[src/rtl/nn_pkg.sv]
// Shared types and constants for the nn output classification blocks.
package nn_pkg;

  localparam int NN_DW = 8;

  typedef logic signed [NN_DW-1:0] nn_score_t;

  typedef enum logic {
    SCAN = 1'b0,
    HOLD = 1'b1
  } argmax_state_t;

endpackage

[src/rtl/nn_relu.sv]
// Combinational ReLU clamp: negative scores become zero, others pass through.
module nn_relu #(
  parameter int DW = 8
) (
  input  logic signed [DW-1:0] din,
  output logic signed [DW-1:0] dout
);

  assign dout = din[DW-1] ? '0 : din;

endmodule

[src/rtl/nn_argmax.sv]
// Frame-wise running argmax over a stream of signed neuron scores, result on ready/valid.
// Optional macro NN_ARGMAX_RELU_EN clamps negative scores to zero before the compare.
module nn_argmax
  import nn_pkg::*;
#(
  parameter  int N_CLASSES = 10,
  parameter  int DW        = NN_DW,
  localparam int IDX_W     = $clog2(N_CLASSES)
) (
  input  logic                 clk,
  input  logic                 rst,
  input  logic                 in_valid,
  input  logic signed [DW-1:0] in_data,
  input  logic                 in_last,
  output logic                 in_ready,
  output logic                 out_valid,
  input  logic                 out_ready,
  output logic [IDX_W-1:0]     out_class,
  output logic signed [DW-1:0] out_score,
  output logic                 err_len
);

  localparam logic [IDX_W-1:0] LAST_IDX = IDX_W'(N_CLASSES - 1);

  argmax_state_t        state;
  logic [IDX_W-1:0]     cnt;
  logic signed [DW-1:0] best;
  logic [IDX_W-1:0]     best_idx;
  logic signed [DW-1:0] val;

`ifdef NN_ARGMAX_RELU_EN
  nn_relu #(.DW(DW)) u_relu (
    .din  (in_data),
    .dout (val)
  );
`else
  assign val = in_data;
`endif

  logic                 accept, at_last, take, close;
  logic signed [DW-1:0] nxt_best;
  logic [IDX_W-1:0]     nxt_idx;

  // Strict compare keeps the lowest index on ties; beat 0 always seeds the frame.
  assign accept   = in_valid & in_ready;
  assign at_last  = (cnt == LAST_IDX);
  assign take     = (cnt == '0) || (val > best);
  assign nxt_best = take ? val : best;
  assign nxt_idx  = take ? cnt : best_idx;
  assign close    = at_last | in_last;

  always_ff @(posedge clk) begin
    if (rst) begin
      state     <= SCAN;
      cnt       <= '0;
      best      <= '0;
      best_idx  <= '0;
      in_ready  <= 1'b0;
      out_valid <= 1'b0;
      out_class <= '0;
      out_score <= '0;
      err_len   <= 1'b0;
    end else begin
      err_len <= 1'b0;
      case (state)
        SCAN: begin
          in_ready <= 1'b1;
          if (accept) begin
            if (close) begin
              out_class <= nxt_idx;
              out_score <= nxt_best;
              cnt       <= '0;
              state     <= HOLD;
              in_ready  <= 1'b0;
              out_valid <= 1'b1;
              // Short frame or missing marker: both disagree between count and in_last.
              err_len   <= in_last ^ at_last;
            end else begin
              cnt      <= cnt + 1'b1;
              best     <= nxt_best;
              best_idx <= nxt_idx;
            end
          end
        end
        HOLD: begin
          if (out_ready) begin
            state     <= SCAN;
            out_valid <= 1'b0;
            in_ready  <= 1'b1;
          end
        end
        default: state <= SCAN;
      endcase
    end
  end

endmodule
[config.mk]
export PLATFORM = sky130hd
export DESIGN_NAME = nn_argmax
export DESIGN_NICKNAME = d
export VERILOG_FILES = /design/src/rtl/nn_pkg.sv /design/src/rtl/nn_relu.sv /design/src/rtl/nn_argmax.sv
export SDC_FILE = /design/constraint.sdc
export NUM_CORES = 1
export LEC_CHECK = 0
export BUFFER_PORTS_ARGS = -buffer_cell sky130_fd_sc_hd__clkbuf_2
export CORE_ASPECT_RATIO = 1.5
export CORE_MARGIN = 4
export CORE_UTILIZATION = 45
export DETAILED_ROUTE_END_ITERATION = 16
export PLACE_DENSITY = 0.74
export SLEW_MARGIN = 40
export SYNTH_ARGS = -nofsm -noshare
export SYNTH_HDL_FRONTEND = slang
export SYNTH_SLANG_ARGS = --single-unit
[constraint.sdc]
create_clock -name clk -period 2.3 [get_ports clk]
set_clock_uncertainty 0.15 [all_clocks]
set_input_delay 0.23 -clock clk [delete_from_list [all_inputs] [get_ports clk]]
set_output_delay 0.23 -clock clk [all_outputs]
set_load 0.005 [all_outputs]
==> run_results.csv, run 1 <==
group,metric,value,unit
finish,multiInputGateArea,0.00103,mm2
placement,gp_congestion,0.846,
yosys,yosys-top-cells-count,"32 x dfxtp_1, 22 x nand2b_1, 16 x inv_1",
critical_path,crit_family,"compound AO/OA/AOI/OAI gates",
timing,slew-limit-headroom,70.9,%
placement,place_inst,267,
yosys,synth_compound_area_share,23.1,%
critical_path,crit_chain,"inv_1 -> ha_1 -> nand4_2 -> a211o_1 -> a21o_1 -> and3_4 -> a311o_1",
drt,detail-route-antenna-nets,0,
job,cap_violations,0,
clock_tree,clock_path_buffers,2,
critical_path,cp-start-kind,"flop",
critical_path,r2r-start,"best[7]$_SDFFE_PP0P_",
clock_tree,cts_tree,"yes",
drt,wl,4.23,mm
pwr,power_switching,331,uW
floorplan,die-area,0.00506,mm2
yosys,syn_inst,198,
global_routing,grt_max_degree,29,
yosys,yosysUniqueCellTypes,34,
pwr,comb_power_share,15.3,%
finish,final_cells,275,
timing,whs,0.0697,ns
clock_tree,post_cts_buffers,0,
drt,dr.pass1.iters,4,
yosys,synth_top_area_cell,"dfxtp_1",
pwr,power_switching_share,25.2,%
yosys,synth_top_family_by_area,"compound AO/OA/AOI/OAI gates",
timing,finalMaxSlewViolations,0,
global_routing,grt_first_pass_wirelength,6.99,mm
drt,drcViolationCount,0,
drt,viasPerCell,5.79,
placement,post-dp-hpwl,3.22,mm
pwr,pwr-share-seq,44.4,%
critical_path,endpoint_kind,"flop",
critical_path,crit_start,"best[7]$_SDFFE_PP0P_",
yosys,synth_area,0.00178,mm2
yosys,synth_edf_count,0,
drt,wl_per_cell,15.4,um
yosys,synth_flop_cell,"dfxtp_1",
critical_path,worst_path_max_delay_cell,"a311o_1",
timing,fmax,458,MHz
critical_path,critPathBufInv,1,
drt,vias,1592,
clock_tree,cts_made_buffers,5,
critical_path,cp.arrival,2.21,ns
run_status,status,"finished, final reports clean",
floorplan,initial_core_util,47.6,%
pwr,leakage,0.000872,uW
global_routing,antenna_found_initial,0,
timing,tns,0,ns
clock_tree,cts_resized,0,
timing,tightest_slew,0.436,ns
clock_tree,cts-root-buf,"clkbuf_8",
pwr,power_frac_clock,40.3,%
yosys,synthMuxAreaShare,5.61,%
timing,rsz0062_at_grt,"no",
global_routing,grt_use_total,18.4,%
floorplan,coreArea,0.00375,mm2
pwr,peakVddDrop,0.000483,V
timing,setup_viol,0,
critical_path,required,2.33,ns
clock_tree,clk_latency,0.29,ns
yosys,syn_area_per_cell,9.01,um2
critical_path,crit_type,"reg2reg",
clock_tree,htree_levels,2,
yosys,yosysMostFrequentCell,"dfxtp_1",
yosys,ys_ff_latch,32,
global_routing,first_global_vias,1569,
drt,drtIter0Drc,65,
floorplan,rows,27,
finish,area_growth,19.6,%
floorplan,die_h,85.1,um
timing,finalHoldViolCount,0,
yosys,ys_seq_area_share,35.9,%
finish,stdcell_area,0.00213,mm2
placement,place_area,0.00201,mm2
worst_hold_path,min_path_type,"in2reg",
finish,nets,256,
yosys,synth_area_leaders,"dfxtp_1 36%, ha_1 8.4%, nand2b_1 7.7%, a311oi_1 7.4%, mux2i_1 5.6%",
yosys,yosys_warnings,0,
global_routing,grt_overflow,0,
yosys,synth_nets,223,
critical_path,crit_fanout,12,
pwr,p_int,982,uW
timing,final.min_clock_period,2.18,ns
yosys,synthXorXnorAreaFrac,0,%
finish,drive_above_1_share,22.4,%
clock_tree,cts_hold_buf,0,
pwr,p_per_area,615,mW/mm2
yosys,async_flop_share,0,%
yosys,yosys.area_share.simple,20.1,%
clock_tree,clock-sinks,32,
floorplan,die_x,59.4,um
worst_hold_path,hold_path_startpoint,"in_data[0]",
finish,n_antenna_cell,0,
critical_path,crit_path_max_incr_delay,0.36,ns
clock_tree,cts.clk_slew.worst_paths,0.07,ns
yosys,synth_fa_ha_area_share,8.42,%
yosys,synth_top_area_share,35.9,%
finish,seqCellArea,641,um2
timing,finalCritPeriodShare,94.9,%
floorplan,io_pins,28,
finish,num-fill-cells,345,
placement,port_buffers,27,
[state kept, by name, summed over array words and instances, names as in the netlist]
signal / cells
best: 8
best_idx: 4
out_valid: 1
out_score: 8
cnt: 4
err_len: 1
out_class: 4
state: 1
in_ready: 1
[path summary, 6_finish.rpt]
kind                                     to  depth (start not counted)  slack [ns]
setup reg to reg  out_class[3]$_SDFFE_PP0P_                          7        0.12
setup / recovery  out_class[3]$_SDFFE_PP0P_                          7        0.12
hold / removal         best[0]$_SDFFE_PP0P_                          3        0.07
hold reg to reg      out_valid$_SDFFE_PP0P_                          2        0.31
[stage by stage]
step | util (%) | total power [uW] | worst slack [ns]
floorplan | - | 721 | 0.215
global placement | 53.7 | 788 | 0.103
detailed placement | 53.7 | 792 | 0.0700
CTS | 56.6 | 1320 | 0.0757
global route | 56.9 | 1370 | 0.0200
finish | 56.9 | 1310 | 0.118
[worst min-delay path, cell delays in order]
cell	delay, ns
clkbuf_2	0.10
nand2b_1	0.07
mux2i_1	0.06
[power groups by stage]
stage          Combinational [uW]  Clock [uW]  Sequential [uW]
3_3_place_gp                  193           0              596
6_report                      201         529              584
2_1_floorplan                 124           0              596
3_5_place_dp                  196           0              596
4_1_cts                       196         542              584
5_1_grt                       222         563              585
[placed cells by master, fill, tap and decap left out, drive strengths merged, types with 2 or more instances in the layout]
cell type  synthesis  layout
nor3b              2       2
o21bai            10      10
nor2              11      11
a311oi            17      17
nand3              2       2
o32ai              2       2
a21oi             10      10
nand3b             6       6
mux2i             10      10
inv               16      16
clkbuf             9      33
nand2b            22      22
nand2             11      11
buf                4      12
nand4              2       2
a211oi             4       4
a311o              2       2
and2               2       2
dfxtp             32      32
o21ai              3       3
ha                12      12
[cells by family (layout without fill, tap and decap cells)]
kind of cell               after synthesis  count (layout)
AOI/OAI and AO/OA                       53              53
adders and majority gates               12              12
buffers and inverters                   29              63
DFF                                     32              32
muxes                                   10              10
and+or+nand+nor                         62              62
[area by class of cell]
type | instances | area share, %
timing repair buffer | 39 | 11.5
clock inverter | 2 | 1.64
inverter | 16 | 2.81
multi-input combinational | 137 | 48.1
tap | 43 | 2.52
clock buffer | 6 | 3.40
sequential | 32 | 30.0
[metal layers]
metal / share of wire, % / global-route usage (%) / vias to the layer above
met5: 0 / 0 / -
met4: 3.2 / 8.66 / 0
li1: - / - / 779
met1: 40 / 19.2 / 763
met3: 4.1 / 4.57 / 12
met2: 53 / 32.9 / 38
(Power assumes the default switching activity.)
==> inputs of run 2 (changes only) <==
- CELL_PAD_IN_SITES_DETAIL_PLACEMENT: default -> 0
- CELL_PAD_IN_SITES_GLOBAL_PLACEMENT: default -> 1
- CORE_UTILIZATION: 45 -> 42
- PLACE_DENSITY: 0.74 -> 0.86
==> run 2 against run 1 <==
Effect of this change: total power decreased by 7.0%; wire length increased by 5.7%; core utilization decreased by 1.1 points; hold slack improved by 0.010 ns; cell count increased by 4.0%; largest cell class unchanged; largest power group unchanged; highest routed layer unchanged.
==> run_results.csv, run 2 (synthesized netlist as in run 1, its figures left out) <==
group,metric,value,unit
clock_tree,htree_levels,2,
clock_tree,cts-root-buf,"clkbuf_8",
critical_path,endpoint_kind,"flop",
run_status,status,"finished, final reports clean",
worst_hold_path,hold_path_startpoint,"out_ready",
finish,area_growth,25.9,%
drt,drtIter0Drc,53,
placement,gp_congestion,0.818,
placement,post-dp-hpwl,3.05,mm
critical_path,crit_type,"reg2reg",
clock_tree,cts.clk_slew.worst_paths,0.07,ns
critical_path,cp.arrival,2.27,ns
critical_path,reg2reg_slack,0.07,ns
clock_tree,clk_latency,0.28,ns
floorplan,die_x,61.2,um
timing,final.min_clock_period,2.23,ns
placement,port_buffers,27,
critical_path,reg2reg_depth,8,
critical_path,r2r-start,"best[6]$_SDFFE_PP0P_",
clock_tree,cts_made_buffers,5,
drt,detail-route-antenna-nets,0,
drt,wl,4.47,mm
pwr,p_per_area,544,mW/mm2
worst_hold_path,min_path_type,"in2reg",
finish,reg_top3,"best (8), out_score (8)",
drt,dr.pass1.iters,4,
critical_path,reg2reg_to,"out_score[3]$_SDFFE_PP0P_",
drt,drcViolationCount,0,
placement,place_inst,274,
finish,num-fill-cells,370,
global_routing,grt_first_pass_wirelength,6.82,mm
clock_tree,clock-sinks,32,
finish,final_cell_mix,"32 x dfxtp_1, 27 x clkbuf_2, 22 x nand2b_1",
pwr,leakage,0.000913,uW
finish,n_antenna_cell,0,
global_routing,antenna_found_initial,0,
timing,tightest_slew,0.544,ns
drt,viasPerCell,5.51,
floorplan,die-area,0.00538,mm2
floorplan,initial_core_util,44.3,%
finish,drive_above_1_share,27.8,%
job,cap_violations,0,
finish,final_common_cell,"dfxtp_1",
floorplan,die_h,87.8,um
global_routing,grt_max_degree,32,
finish,nets,266,
timing,finalMaxSlewViolations,0,
timing,finalCritPeriodShare,96.8,%
finish,multiInputGateArea,0.00110,mm2
floorplan,rows,28,
critical_path,required,2.34,ns
timing,setup_viol,0,
drt,vias,1575,
timing,fmax,449,MHz
critical_path,cp-start-kind,"flop",
clock_tree,clock_path_buffers,2,
timing,slew-limit-headroom,63.7,%
floorplan,io_pins,28,
critical_path,crit_fanout,7,
clock_tree,cts_tree,"yes",
finish,finish.utilization,55.8,%
global_routing,first_global_vias,1565,
global_routing,grt_use_total,16.9,%
worst_hold_path,whs_path_depth,4,
floorplan,coreArea,0.00403,mm2
pwr,peakVddDrop,0.000385,V
global_routing,grt_overflow,0,
worst_hold_path,min_to,"out_valid$_SDFFE_PP0P_",
drt,wl_per_cell,15.6,um
timing,finalHoldViolCount,0,
finish,final_cells,286,
finish,seqCellArea,641,um2
-- run 2: worst max path at each step --
stage                               from                         to  slack [ns]
finish              best[6]$_SDFFE_PP0P_  out_score[3]$_SDFFE_PP0P_        0.07
global route        best[6]$_SDFFE_PP0P_  out_class[0]$_SDFFE_PP0P_       -0.05
floorplan           best[5]$_SDFFE_PP0P_  out_class[3]$_SDFFE_PP0P_        0.21
CTS                 best[7]$_SDFFE_PP0P_  out_score[5]$_SDFFE_PP0P_        0.03
global placement    best[7]$_SDFFE_PP0P_  out_score[5]$_SDFFE_PP0P_        0.05
detailed placement  best[7]$_SDFFE_PP0P_       best[1]$_SDFFE_PP0P_        0.04
-- run 2: timing repair --
action                                  4_1_cts  5_1_grt
endpoints found under the setup margin        0       19
hold buffers                                  0        0
setup buffers                                 0        5
gates resized for setup                       0       10
-- run 2: routing by layer --
| metal | GRT usage (%) | vias to the layer above | share of wire, % |
|---|---|---|---|
| met1 | 18.1 | 737 | 41 |
| li1 | - | 799 | - |
| met2 | 29.8 | 31 | 54 |
| met5 | 0 | - | 0 |
| met4 | 7.50 | 0 | 1.7 |
| met3 | 4.72 | 8 | 3.5 |
-- run 2: worst max-delay path: stages, from the launching register on --
cell and delay [ns]:
dfxtp_1 0.33, inv_1 0.06, ha_1 0.34, nand4_4 0.11, a211o_1 0.26, a21o_1 0.25
and3_4 0.20, clkbuf_4 0.17, a311oi_1 0.26
-- run 2: power by group --
group	switching (uW)	total, uW	internal [uW]
sequential	10.7	584	573
clock	199	405	205
combinational	127	233	106
-- run 2: layout make-up --
class | instances | area share (%)
clock buffers | 6 | 3.23
clock inverters | 1 | 0.223
inverters | 16 | 2.67
multi-input cells | 137 | 48.9
flip-flops and latches | 32 | 28.5
well taps | 45 | 2.51
repair buffers | 49 | 13.9
-- run 2: through the flow --
| step | power (uW) | setup WS, ns | instance area (um2) | hold slack (ns) | setup TNS (ns) |
|---|---|---|---|---|---|
| final | 1220 | 0.0730 | 2250 | 0.0797 | 0 |
| after global routing | 1290 | -0.0509 | 2250 | 0.0798 | -0.102 |
| after CTS | 1200 | 0.0316 | 2130 | 0.0742 | 0 |
| after detailed placement | 798 | 0.0384 | 2050 | 0.302 | 0 |
| after global placement | 797 | 0.0518 | 2050 | 0.309 | 0 |
| after floorplan | 721 | 0.215 | 1780 | 0.235 | 0 |
==> inputs of run 3 (changes only) <==
==> constraint.sdc (replaced) <==
create_clock -name clk -period 2.3 [get_ports clk]
set_clock_uncertainty 0.15 [all_clocks]
set_input_delay 0.345 -clock clk [delete_from_list [all_inputs] [get_ports clk]]
set_output_delay 0.345 -clock clk [all_outputs]
set_load 0.005 [all_outputs]
==> run 3 against run 2 <==
Effect of this change: critical path depth is 1 lower; first-iteration DRC count is 15% lower; clock power is 11% higher; register-to-register slack worse by 0.04 ns.
==> run_results.csv, run 3 (synthesized netlist as in run 1, its figures left out) <==
group,metric,value,unit
critical_path,reg2reg_to,"out_class[2]$_SDFFE_PP0P_",
critical_path,endpoint_kind,"flop",
placement,place_area,0.00204,mm2
critical_path,crit_chain,"inv_1 -> ha_1 -> a211oi_1 -> o22a_1 -> nand3b_1 -> and3_4 -> a311o_1",
global_routing,grt_overflow,0,
finish,reg_top3,"best (8), out_score (8)",
placement,post-dp-hpwl,3.05,mm
worst_hold_path,min_to,"best[3]$_SDFFE_PP0P_",
drt,dr.pass1.iters,4,
clock_tree,clk_latency,0.28,ns
critical_path,crit_fanout,11,
global_routing,antenna_found_initial,0,
drt,viasPerCell,5.53,
global_routing,grt_first_pass_wirelength,6.94,mm
finish,num-fill-cells,397,
global_routing,grt_max_degree,28,
drt,vias,1554,
floorplan,rows,28,
pwr,p_total,1240,uW
timing,setup_viol,0,
critical_path,reg2reg_depth,7,
drt,wl_met3,144,um
worst_hold_path,whs_path_depth,3,
clock_tree,cts_made_buffers,5,
drt,detail-route-antenna-nets,0,
placement,port_buffers,27,
pwr,leakage,0.000885,uW
placement,gp_congestion,0.774,
drt,wl_per_cell,14.6,um
clock_tree,cts_tree,"yes",
finish,nets,260,
run_status,status,"finished, final reports clean",
timing,tightest_slew,0.439,ns
global_routing,grt_use_total,17.4,%
finish,n_antenna_cell,0,
clock_tree,clock-sinks,32,
job,cap_violations,0,
timing,fmax,442,MHz
drt,dr_wl_met2,2.23,mm
clock_tree,clock_path_buffers,2,
critical_path,critPathBufInv,1,
floorplan,die-area,0.00538,mm2
pwr,p_per_area,571,mW/mm2
timing,final.min_clock_period,2.26,ns
floorplan,io_pins,28,
critical_path,cp-start-kind,"flop",
drt,drt-met1-wl,1.64,mm
floorplan,coreArea,0.00403,mm2
clock_tree,cts-root-buf,"clkbuf_8",
clock_tree,cts.clk_slew.worst_paths,0.07,ns
critical_path,worst_path_max_delay_cell,"a311o_1",
finish,final_common_cell,"dfxtp_1",
global_routing,first_global_vias,1530,
finish,drive_above_1_share,24.2,%
finish,stdcell_area,0.00217,mm2
timing,finalMaxSlewViolations,0,
clock_tree,htree_levels,2,
drt,wl,4.10,mm
worst_hold_path,hold_path_startpoint,"in_data[3]",
drt,drtIter0Drc,45,
drt,drcViolationCount,0,
worst_hold_path,min_path_type,"in2reg",
critical_path,required,2.32,ns
timing,finalCritPeriodShare,98.5,%
critical_path,reg2reg_slack,0.04,ns
finish,area_growth,21.9,%
floorplan,die_h,87.8,um
timing,slew-limit-headroom,70.7,%
pwr,peakVddDrop,0.000393,V
critical_path,crit_path_max_incr_delay,0.35,ns
floorplan,initial_core_util,44.3,%
critical_path,r2r-start,"best[5]$_SDFFE_PP0P_",
critical_path,crit_family,"compound AO/OA/AOI/OAI gates",
timing,finalHoldViolCount,0,
timing,rsz0062_at_grt,"yes",
critical_path,crit_type,"reg2reg",
critical_path,cp.depth,7,
floorplan,die_x,61.2,um
critical_path,cp.arrival,2.29,ns
drt,dr.max_layer_used,"met4",
finish,final_cell_mix,"32 x dfxtp_1, 27 x clkbuf_2, 22 x nand2b_1",
run 3: worst max path at each step:
| stage | end | startpoint |
|---|---|---|
| after floorplan | out_class[3]$_SDFFE_PP0P_ | best[5]$_SDFFE_PP0P_ |
| after global placement | best[1]$_SDFFE_PP0P_ | in_data[7] |
| after detailed placement | best[1]$_SDFFE_PP0P_ | in_data[7] |
| after CTS | best[1]$_SDFFE_PP0P_ | best[7]$_SDFFE_PP0P_ |
| after global routing | out_class[2]$_SDFFE_PP0P_ | best[5]$_SDFFE_PP0P_ |
| final | out_class[2]$_SDFFE_PP0P_ | best[5]$_SDFFE_PP0P_ |
run 3: layout make-up:
| cell class | instances | area (um2) | share of cell area, % |
|---|---|---|---|
| Tap cell | 45 | 56.3 | 2.59 |
| Sequential cell | 32 | 641 | 29.5 |
| Inverter | 16 | 60.1 | 2.76 |
| Clock buffer | 8 | 90.1 | 4.14 |
| Timing Repair Buffer | 43 | 272 | 12.5 |
| Multi-Input combinational cell | 137 | 1060 | 48.6 |
run 3: worst min-delay path: cells and delay by family:
| kind | cells | cell delay, ns |
|---|---|---|
| multiplexers | 1 | 0.06 |
| AND/OR/NAND/NOR | 1 | 0.07 |
| buffers and inverters | 1 | 0.11 |
run 3: what timing repair did:
item / CTS / global route
setup endpoints to repair: 0 / 20
gates resized for setup: 0 / 5
buffers inserted: 0 / 1
hold buffers: 0 / 0
run 3: report_power, final:
| group | switching, uW | internal (uW) |
|---|---|---|
| registers | 10.5 | 573 |
| clock network | 204 | 244 |
| logic | 116 | 94.9 |
run 3: layer usage:
metal / up-vias / track usage (%)
met3: 6 / 4.72
met1: 731 / 19.2
li1: 794 / -
met2: 23 / 29.3
met5: - / 0
met4: 0 / 9.47
run 3: metrics by stage:
step	setup TNS [ns]	hold slack (ns)	setup WS, ns	std cells	util, %
global placement	0	0.296	0.0177	272	50.6
floorplan	0	0.299	0.215	198	-
CTS	0	0.179	0.0132	280	52.8
finish	0	0.188	0.0352	281	54.0
detailed placement	-0.128	0.301	-0.0593	272	50.6
global route	-0.368	0.198	-0.0542	281	54.0
